**src/rtl/ncl_fullword_capture.sv**
```systemverilog
// Synchronizes dual-rail NCL sum/carry wavefronts, returns completeness upstream, and queues decoded words in a show-ahead FIFO.
// Optional illegal-codeword (11 pair) detection is built when NCL_ILLEGAL_CHECK_EN is defined.
module ncl_fullword_capture #(
   parameter int WIDTH       = 32,
   parameter int DEPTH       = 4,
   parameter int SYNC_STAGES = 2
) (
   input  logic                         clk,
   input  logic                         init,
   input  logic [2*WIDTH-1:0]           sum_dr,
   input  logic [1:0]                   carry_dr,
   output logic                         comp,
   output logic [WIDTH-1:0]             out_data,
   output logic                         out_carry,
   output logic                         out_valid,
   input  logic                         out_ready,
   output logic [$clog2(DEPTH+1)-1:0]   level,
   output logic                         illegal
);

   localparam int RAILS = 2*WIDTH + 2;
   localparam int PAIRS = WIDTH + 1;
   localparam int LW    = $clog2(DEPTH+1);
   localparam int PW    = $clog2(DEPTH);

   typedef enum logic {WAIT_DATA, WAIT_NULL} state_t;

   state_t               state_q, state_d;
   logic [RAILS-1:0]     sync_q [SYNC_STAGES];
   logic [RAILS-1:0]     sync_d [SYNC_STAGES];
   logic [WIDTH:0]       mem_q  [DEPTH];
   logic [WIDTH:0]       mem_d  [DEPTH];
   logic [PW-1:0]        wr_ptr_q, wr_ptr_d, rd_ptr_q, rd_ptr_d;
   logic [LW-1:0]        level_q, level_d;

   logic [RAILS-1:0]     rails;
   logic [WIDTH:0]       word;
   logic                 all_data, all_null, full, push, pop;

   always_comb begin
      sync_d[0] = {carry_dr, sum_dr};
      for (int i = 1; i < SYNC_STAGES; i++) begin
         sync_d[i] = sync_q[i-1];
      end
   end

   assign rails = sync_q[SYNC_STAGES-1];

   // Pair WIDTH is the carry, so the decoded word is {carry, sum}.
   always_comb begin
      all_data = 1'b1;
      word     = '0;
      for (int p = 0; p < PAIRS; p++) begin
         if (rails[2*p] == rails[2*p+1]) all_data = 1'b0;
         word[p] = rails[2*p+1];
      end
      all_null = (rails == '0);
   end

   assign full = (level_q == LW'(DEPTH));
   assign pop  = out_valid && out_ready;

   always_comb begin
      state_d = state_q;
      push    = 1'b0;
      case (state_q)
         WAIT_DATA: begin
            if (all_data && !full) begin
               push    = 1'b1;
               state_d = WAIT_NULL;
            end
         end
         WAIT_NULL: begin
            if (all_null) state_d = WAIT_DATA;
         end
         default: state_d = WAIT_DATA;
      endcase
   end

   always_comb begin
      mem_d    = mem_q;
      wr_ptr_d = wr_ptr_q;
      rd_ptr_d = rd_ptr_q;
      level_d  = level_q + LW'(push) - LW'(pop);
      if (push) begin
         mem_d[wr_ptr_q] = word;
         wr_ptr_d        = wr_ptr_q + PW'(1);
      end
      if (pop) begin
         rd_ptr_d = rd_ptr_q + PW'(1);
      end
   end

   always_ff @(posedge clk) begin
      if (init) begin
         state_q  <= WAIT_DATA;
         wr_ptr_q <= '0;
         rd_ptr_q <= '0;
         level_q  <= '0;
         for (int i = 0; i < SYNC_STAGES; i++) sync_q[i] <= '0;
         for (int i = 0; i < DEPTH; i++) mem_q[i] <= '0;
      end else begin
         state_q  <= state_d;
         wr_ptr_q <= wr_ptr_d;
         rd_ptr_q <= rd_ptr_d;
         level_q  <= level_d;
         for (int i = 0; i < SYNC_STAGES; i++) sync_q[i] <= sync_d[i];
         for (int i = 0; i < DEPTH; i++) mem_q[i] <= mem_d[i];
      end
   end

   assign comp      = (state_q == WAIT_NULL);
   assign out_valid = (level_q != '0);
   assign level     = level_q;
   assign out_data  = mem_q[rd_ptr_q][WIDTH-1:0];
   assign out_carry = mem_q[rd_ptr_q][WIDTH];

`ifdef NCL_ILLEGAL_CHECK_EN
   logic illegal_q, illegal_d;

   // Sticky: any synchronized 11 pair latches the flag until init.
   always_comb begin
      illegal_d = illegal_q;
      for (int p = 0; p < PAIRS; p++) begin
         if (rails[2*p] && rails[2*p+1]) illegal_d = 1'b1;
      end
   end

   always_ff @(posedge clk) begin
      if (init) illegal_q <= 1'b0;
      else      illegal_q <= illegal_d;
   end

   assign illegal = illegal_q;
`else
   assign illegal = 1'b0;
`endif

endmodule

```
**config.mk**
```make
export PLATFORM = sky130hd
export DESIGN_NAME = ncl_fullword_capture
export DESIGN_NICKNAME = d
export VERILOG_FILES = /design/src/rtl/ncl_fullword_capture.sv
export SDC_FILE = /design/constraint.sdc
export NUM_CORES = 1
export LEC_CHECK = 0
export ABC_AREA = 1
export CORE_ASPECT_RATIO = 0.75
export CORE_MARGIN = 3
export CORE_UTILIZATION = 50
export CTS_CLUSTER_SIZE = 20
export DETAILED_ROUTE_END_ITERATION = 7
export GPL_ROUTABILITY_DRIVEN = 0
export PLACE_DENSITY = 0.74
export SYNTH_ARGS = -nofsm -noshare
export SYNTH_HDL_FRONTEND = slang
export SYNTH_SLANG_ARGS = --single-unit
```
**constraint.sdc**
```tcl
create_clock -name clk -period 2.5 [get_ports clk]
set_input_delay 0.375 -clock clk [delete_from_list [all_inputs] [get_ports clk]]
set_output_delay 0.375 -clock clk [all_outputs]
set_load 0.02 [all_outputs]
```
==> results of run 1 <==
[cells in the mapped netlist, drive strengths merged]
master and n:
fa 1, or2 1, nand3 6, clkbuf 29, buf 46, nor2 422
nor3 2, dfxtp 272, nand2 343, xor2 1, nand3b 2, conb 1
inv 348, a21oi 103, and2 1, nand4 13, o21ai 36, ha 39
[area by class of cell]
cell class                 instances  area (um^2)  share of cell area [%]
clock inverter                     7         51.3                   0.366
inverter                         348         1310                    9.33
clock buffer                      39          749                    5.35
tap                              294          368                    2.63
sequential                       272         5460                    39.0
timing repair buffer             163         1550                    11.0
multi-input combinational        971         4530                    32.3
[metal layers]
metal / vias to the layer above / global-route usage, % / part of all wire (%)
met1: 4169 / 30.4 / 49
li1: 5068 / - / -
met5: - / 0 / 0
met3: 32 / 3.07 / 6.7
met2: 250 / 31.4 / 43
met4: 0 / 3.53 / 1.4
[kinds of logic after synthesis]
logic type,count (synthesis),share of synthesized area [%]
other cells,1,0.0319
xor+xnor,1,0.0745
simple gates,790,27.7
fa+ha+maj,40,4.32
buf+inv,423,15.6
compound gates,139,5.92
flops,272,46.3
[flip-flops by register name, indices dropped and copies added (netlist names)]
register	cells
comp	1
mem_q	132
rd_ptr_q	2
sync_q	132
level	3
wr_ptr_q	2
[path summary, 6_finish.rpt]
path	from	end	slack [ns]	depth (start not counted)
min reg2reg	sync_q[0][44]$_SDFF_PP0_	sync_q[0][110]$_SDFF_PP0_	0.40	2
max reg2reg	sync_q[0][115]$_SDFF_PP0_	level[2]$_SDFF_PP0_	0.1	13
max	sync_q[0][115]$_SDFF_PP0_	level[2]$_SDFF_PP0_	0.1	13
min	sum_dr[28]	sync_q[0][28]$_SDFF_PP0_	0.35	3
[power by group through the flow]
stage,clock (mW),sequential (mW),combinational (mW)
2_1_floorplan,0,4.63,0.847
5_1_grt,3.94,4.54,1.67
4_1_cts,3.76,4.53,1.50
3_5_place_dp,0,4.63,1.55
6_report,3.69,4.53,1.51
3_3_place_gp,0,4.62,1.54
[worst min-delay path: cells and delay by family]
family / cells / cell delay, ns
buffers and inverters: 2 / 0.44
and+or+nand+nor: 1 / 0.03
[repair_timing]
item / in CTS / in global routing
gates resized for setup: 37 / 25
endpoints found under the hold margin: 0 / 0
endpoints found under the setup margin: 34 / 5
hold buffers: 0 / 0
setup buffers: 0 / 1
pin swaps: 0 / 7
[metrics by stage]
stage / utilization, % / TNS [ns] / cells
final: 62.1 / 0 / 2094
after global placement: 58.4 / 0 / 2047
after CTS: 61.8 / 0 / 2093
after global routing: 62.1 / -0.0303 / 2094
after detailed placement: 58.4 / -0.00896 / 2047
after floorplan: - / 0 / 1666
[cell usage in the layout, fill, tap and decap left out, types with 2 or more instances in the layout]
cell type | Yosys | routed
clkinv_2 | 0 | 5
nor2_1 | 414 | 410
nand4_1 | 5 | 5
nand3_2 | 2 | 3
nand3_1 | 4 | 3
clkbuf_8 | 0 | 5
dfxtp_2 | 0 | 11
inv_1 | 341 | 339
ha_4 | 0 | 2
dfxtp_1 | 272 | 261
nor2_8 | 4 | 4
nand4_4 | 8 | 8
nand2_2 | 3 | 6
a21oi_1 | 103 | 102
buf_4 | 14 | 49
nor2_4 | 3 | 3
o21ai_1 | 36 | 36
clkbuf_2 | 0 | 2
nand3b_1 | 2 | 2
clkbuf_16 | 0 | 26
clkbuf_1 | 29 | 8
clkdlybuf4s50_1 | 0 | 72
ha_1 | 39 | 36
buf_12 | 0 | 8
nand2_1 | 339 | 336
inv_2 | 7 | 8
dlygate4sd2_1 | 0 | 31
nor2_2 | 1 | 5
clkinvlp_4 | 0 | 2
==> run_results.csv, run 1 <==
group,metric,value,unit
status,status,"completed",
final_layout,layout.nets,1891,
run,drv_cap,0,
placed_design,port_buffers,106,
pwr,power.share.combinational,15.5,%
floorplan,fp.dieW,183,um
min_path,hold_path.class,"primary input to flop",
global_route,grt_usage,20.3,%
placed_design,hpwl,17.0,mm
yosys,yosys.area.top_type,"dfxtp_1",
pwr,p_total,9.73,mW
global_route,antenna_found_initial,0,
drt,viasPerCell,4.55,
timing,finalHoldViolCount,0,
global_route,grt_max_degree,137,
yosys,synth_nets,1775,
yosys,syn_area,11800,um^2
floorplan,dieArea,25400,um^2
clock_tree,cts.sinks,272,
yosys,ys_seq_area_share,46.3,%
clock_tree,cts-htree-levels,1,
drt,wl_per_cell,12.6,um
drt,routed_wl,26.3,mm
placed_design,dpl_cell_area,13200,um^2
worst_setup_path,path_buf_inv,2,
clock_tree,cts_buffer_depth,3,
final_layout,final_layout_size_suffix_gt1_share,8.56,%
worst_setup_path,crit_fanout,2,
worst_setup_path,crit_path_frequent_cell,"inv_1",
floorplan,io_pins,108,
clock_tree,path_clk_slew,0.06,ns
yosys,ys_types,30,
timing,fin_crit,2.40,ns
drt,drtIter0Drc,746,
timing,tightest_slew,0.508,ns
worst_setup_path,cp.arrival,2.87,ns
timing,grt_setup_unrepaired,"true",
drt,vias,9519,
timing,finClkSkew,0.0213,ns
pwr,power.leakage,7.52,nW
final_layout,fin_area,14000,um^2
pwr,clkPwrFrac,37.9,%
yosys,synth-seq-cells,272,
timing,setup_viol,0,
yosys,synth_top_cell_area_share,46.3,%
pwr,intPower,7.10,mW
timing,fmax,0.416,GHz
worst_setup_path,cp.required,2.97,ns
worst_setup_path,cp_cell_sequence,"inv_1 -> ha_4 -> nand2_1 -> nor3_2 -> nand2_2 -> nor2_8 -> nand3_2 -> ha_1 -> inv_1 -> ha_2 -> fa_2 -> or2_1 -> a21oi_1",
pwr,seq_power_share,46.6,%
floorplan,die_y,139,um
global_route,grt_pass1_wl,43.0,mm
worst_setup_path,cp_slowest_stage_delay,0.33,ns
yosys,netlist_instances,1666,
yosys,synthTopCellsByArea,"dfxtp_1, nor2_1, inv_1",
final_layout,area_delta_synth_final,19.3,%
pwr,ir_worst_vdd,0.499,mV
drt,firstDrtPassIters,5,
pwr,powerDensity,695,nW/um^2
clock_tree,root_buffer,"clkbuf_16",
clock_tree,clock_latency,0.53,ns
floorplan,initial_utilization,52.0,%
yosys,ys_warn_count,0,
pwr,p_switching,2.63,mW
timing,maxSlewHeadroom,66.1,%
global_route,grt-ovfl-total,0,
worst_setup_path,cp-end-kind,"flop",
worst_setup_path,worst_path_dominant_cell_family,"adder cells",
floorplan,rows,47,
timing,drv_slew,0,
yosys,avgSynthCellArea,7.05,um^2
drt,ant_nets,0,
final_layout,nFillCells,1988,
timing,post-route-period-util,96.1,%
worst_setup_path,critPathLaunchType,"flop",
worst_setup_path,worstSetupPathType,"flop to flop",
timing,worst_slack,0.0983,ns
pwr,switching_share,27.0,%
timing,whs,0.354,ns
clock_tree,cts_buffers,26,
global_route,grt_pass1_vias,8706,
drt,drc,0,
floorplan,coreArea,22600,um^2
clock_tree,cts_tree,"done",
final_layout,diodes,0,
placed_design,place_ws,-0.00896,ns
worst_setup_path,crit_slowest_cell,"dfxtp_2",
Note: power is estimated with default switching activity, not from simulation.
==> run 2, diff against run 1 <==
CORE_MARGIN = 2   (was 3)
==> run_results.csv, run 2 (synthesis gave the netlist of run 1 again) <==
group,metric,value,unit
final_layout,diodes,0,
min_path,hold_path.class,"primary input to flop",
drt,vias,9510,
min_path,min_from,"sum_dr[17]",
drt,drtIter0Drc,745,
final_layout,layout_common_cells,"nor2_1, inv_1, nand2_1, dfxtp_1, a21oi_1",
worst_setup_path,critPathLaunchType,"flop",
worst_setup_path,worstSetupStartpoint,"rd_ptr_q[0]$_SDFFE_PP0P_",
final_layout,layout.nets,1893,
final_layout,final_util,61.3,%
timing,setup_viol,0,
pwr,powerDensity,710,nW/um^2
timing,finalHoldViolCount,0,
timing,grt_setup_unrepaired,"true",
clock_tree,ctsHoldBuffers,0,
clock_tree,path_clk_slew,0.06,ns
global_route,grt_max_degree,137,
timing,drv_slew,0,
run,drv_cap,0,
final_layout,final_layout_size_suffix_gt1_share,8.37,%
floorplan,dieArea,24800,um^2
floorplan,rows,48,
drt,ant_nets,0,
pwr,ir_worst_vdd,0.561,mV
placed_design,port_buffers,106,
global_route,grt_pass1_vias,8797,
clock_tree,clock_latency,0.54,ns
clock_tree,cts_buffers,27,
floorplan,initial_utilization,51.0,%
worst_setup_path,worstSetupPathType,"flop to primary output",
drt,drc,0,
worst_setup_path,cp_cell_sequence,"inv_2 -> buf_12 -> o21ai_1 -> a21oi_1 -> a21oi_1 -> clkdlybuf4s15_1",
clock_tree,root_buffer,"clkbuf_16",
pwr,p_total,10.0,mW
drt,firstDrtPassIters,5,
clock_tree,cts_tree,"done",
timing,setup_tns,0,ns
floorplan,io_pins,108,
drt,routed_wl,26.0,mm
worst_setup_path,cp-end-kind,"primary output",
final_layout,seq_area,5460,um^2
final_layout,area_delta_synth_final,20.2,%
floorplan,coreArea,23100,um^2
floorplan,die_y,137,um
timing,fin_crit,2.45,ns
timing,post-route-period-util,98.1,%
drt,viasPerCell,4.52,
worst_setup_path,r2r-start,"sync_q[0][117]$_SDFF_PP0_",
pwr,power.leakage,7.57,nW
final_layout,nFillCells,2051,
global_route,grt-ovfl-total,0,
worst_setup_path,reg2reg_slack,0.08,ns
placed_design,place_ws,-0.0154,ns
worst_setup_path,crit_path_frequent_cell,"a21oi_1",
floorplan,fp.dieW,181,um
worst_setup_path,cp_slowest_stage_delay,0.39,ns
global_route,grt_pass1_wl,42.6,mm
drt,wl_per_cell,12.4,um
final_layout,layout_commonest_cell,"nor2_1",
worst_setup_path,cp.arrival,2.08,ns
placed_design,hpwl,16.9,mm
final_layout,multi_input_area,4520,um^2
worst_setup_path,crit_fanout,28,
worst_setup_path,crit_slowest_cell,"dfxtp_1",
timing,fmax,0.408,GHz
clock_tree,cts.sinks,272,
worst_setup_path,cp.required,2.12,ns
timing,maxSlewHeadroom,47.3,%
timing,worst_slack,0.0487,ns
global_route,grt_usage,21.0,%
timing,tightest_slew,0.790,ns
clock_tree,cts-htree-levels,1,
timing,finClkSkew,0.0165,ns
global_route,antenna_found_initial,0,
status,status,"completed",
clock_tree,cts_buffer_depth,3,
## run 2: changes by cell type in the layout (fill, tap and decap cells not counted), moves of 3 or more
cell / before / now
clkdlybuf4s15_1: 0 / 3
inv_2: 8 / 5
buf_12: 8 / 11
clkbuf_1: 8 / 11
## run 2: final timing paths
check | endpoint | cells after the start
setup / recovery | out_data[21] | 6
hold / removal | sync_q[0][17]$_SDFF_PP0_ | 3
setup reg to reg | level[2]$_SDFF_PP0_ | 13
hold reg to reg | sync_q[0][105]$_SDFF_PP0_ | 2
## run 2: per-stage QoR
stage / hold WS [ns] / cells / area [um^2]
finish: 0.355 / 2104 / 14100
global route: 0.346 / 2104 / 14100
CTS: 0.335 / 2102 / 14100
detailed placement: 0.394 / 2053 / 13200
global placement: 0.394 / 2053 / 13200
floorplan: 0.381 / 1666 / 11800
## run 2: cell type report
cell class | instances | share of cell area [%]
clock buffer | 41 | 5.37
clock inverter | 8 | 0.682
inverter | 348 | 9.27
multi-input combinational | 971 | 32.0
sequential | 272 | 38.6
tap | 300 | 2.66
timing repair buffer | 164 | 11.4
## run 2: per-layer routing
layer  global-route usage (%)  share of wire [%]  vias up
li1                         -                  -     5075
met1                     29.7                 50     4111
met2                     33.5                 42      284
met3                     3.17                6.0       40
met4                     5.96                2.1        0
met5                        0                  0        -
## run 2: critical path, delay by kind of cell, from the launching register on
family	cells	cell delay, ns
compound gates	3	0.43
flops	1	0.39
buf+inv	3	0.72
## run 2: timing repair
| item | 4_1_cts | 5_1_grt |
|---|---|---|
| pin swaps | 4 | 5 |
| endpoints found under the setup margin | 34 | 8 |
| gates resized for setup | 37 | 23 |
| gates cloned | 0 | 1 |
| setup buffers | 0 | 1 |
## run 2: report_power, final
part,internal [mW],switching (mW)
clock,2.29,1.63
sequential,4.46,0.0692
combinational,0.604,0.963
total,7.36,2.67
==> run 3, diff against run 2 <==
CORE_MARGIN = 10   (was 2)
==> run_results.csv, run 3 (synthesis gave the netlist of run 1 again) <==
group,metric,value,unit
worst_setup_path,critPathLaunchType,"flop",
global_route,antenna_found_initial,0,
clock_tree,cts_setup_buffers,0,
final_layout,layout.nets,1891,
floorplan,dieArea,30100,um^2
clock_tree,path_clk_slew,0.06,ns
floorplan,fp.dieW,197,um
clock_tree,cts_tree,"done",
floorplan,die_y,153,um
run,drv_cap,0,
timing,worst_slack,0.0291,ns
timing,post-route-period-util,98.8,%
worst_setup_path,cp.arrival,2.93,ns
drt,wl_per_cell,13.0,um
status,status,"completed",
final_layout,layout_common_cells,"nor2_1, inv_1, nand2_1, dfxtp_1, a21oi_1",
clock_tree,cts_buffer_depth,3,
drt,ant_nets,0,
final_layout,diodes,0,
timing,finalHoldViolCount,0,
timing,drv_slew,0,
min_path,hold_path.class,"primary input to flop",
timing,grt_setup_unrepaired,"true",
timing,fin_crit,2.47,ns
final_layout,final_layout_size_suffix_gt1_share,8.78,%
timing,whs,0.356,ns
drt,viasPerCell,4.57,
timing,fmax,0.405,GHz
clock_tree,cts_buffers,27,
clock_tree,clock_latency,0.53,ns
global_route,grt_max_degree,137,
drt,vias,9599,
pwr,powerDensity,710,nW/um^2
placed_design,port_buffers,106,
pwr,power.leakage,7.57,nW
drt,drc,0,
timing,finClkSkew,0.0111,ns
global_route,grt-ovfl-total,0,
drt,drtIter0Drc,654,
timing,tightest_slew,0.536,ns
worst_setup_path,worstSetupPathType,"flop to flop",
global_route,grt_pass1_wl,44.5,mm
clock_tree,cts-htree-levels,1,
clock_tree,root_buffer,"clkbuf_16",
worst_setup_path,cp.required,2.96,ns
worst_setup_path,cp-end-kind,"flop",
drt,routed_wl,27.3,mm
floorplan,initial_utilization,51.0,%
global_route,grt_usage,17.6,%
placed_design,hpwl,17.9,mm
floorplan,rows,48,
worst_setup_path,crit_fanout,2,
floorplan,coreArea,23100,um^2
global_route,met3_usage,3.24,%
final_layout,area_delta_synth_final,20.2,%
timing,setup_viol,0,
drt,firstDrtPassIters,5,
final_layout,layout_commonest_cell,"nor2_1",
timing,maxSlewHeadroom,64.3,%
placed_design,place_ws,-0.0360,ns
placed_design,dp.cells,2053,
global_route,busiest_layer,"met2",
global_route,grt_pass1_vias,9008,
pwr,p_total,10.0,mW
floorplan,io_pins,108,
clock_tree,cts.sinks,272,
pwr,ir_worst_vdd,0.411,mV
global_route,grtUsageMet1,24.6,%
final_layout,fin_cells,2100,
global_route,use_met2,27.3,%
## run 3: cell count changes in the layout (fill, tap and decap cells not counted), sizes merged
cell           previous run  this run
inv                     348       349
clkbuf                   43        41
clkinv                    5         2
clkdlybuf4s15             3         0
dlymetal6s2s              0         1
buf                      58        60
## run 3: layer usage
layer | up-vias | wire length, um
met3 | 43 | 1820
li1 | 5063 | -
met1 | 4207 | 13100
met2 | 286 | 11900
met5 | - | 0
met4 | 0 | 493
## run 3: path summary, 6_finish.rpt
kind	slack (ns)	cells past startpoint	to	from
max	0.03	13	level[2]$_SDFF_PP0_	sync_q[0][117]$_SDFF_PP0_
min	0.36	3	sync_q[0][55]$_SDFF_PP0_	sum_dr[55]
max reg2reg	0.03	13	level[2]$_SDFF_PP0_	sync_q[0][117]$_SDFF_PP0_
min reg2reg	0.39	2	sync_q[0][75]$_SDFF_PP0_	sync_q[0][9]$_SDFF_PP0_
## run 3: area by class of cell
class,instances,area [um^2]
fillers,2065,8930
flip-flops and latches,272,5460
multi-input cells,971,4580
repair buffers,162,1530
inverters,348,1310
clock buffers,41,778
well taps,300,375
clock inverters,6,90.1
## run 3: timing repair
action | CTS | global route
pin swaps | 4 | 7
setup endpoints to repair | 31 | 4
hold buffers | 0 | 0
gates resized for setup | 35 | 24
## run 3: stage by stage
stage	TNS [ns]	instance area, um^2	utilization [%]
6_report	0	14100	61.3
5_1_grt	-0.128	14100	61.3
4_1_cts	0	14000	60.8
3_5_place_dp	-0.0360	13200	57.1
3_3_place_gp	0	13200	57.1
2_1_floorplan	0	11800	-
## run 3: worst max-delay path, stage by stage (launching register included)
cell and delay (ns):
dfxtp_2 0.33, inv_1 0.06, ha_4 0.26, inv_1 0.04
nor3_2 0.18, nand2_2 0.12, nor2_8 0.13, nand3_2 0.07
ha_1 0.28, inv_1 0.04, ha_2 0.18, fa_2 0.37
or2_1 0.24, a21oi_2 0.12
## run 3: power breakdown
group          total, mW  leakage, nW  internal (mW)  switching (mW)
sequential          4.53         2.23           4.46          0.0675
combinational       1.54         4.92          0.573           0.963
clock               3.97        0.421           2.35            1.62
total               10.0         7.57           7.38            2.65
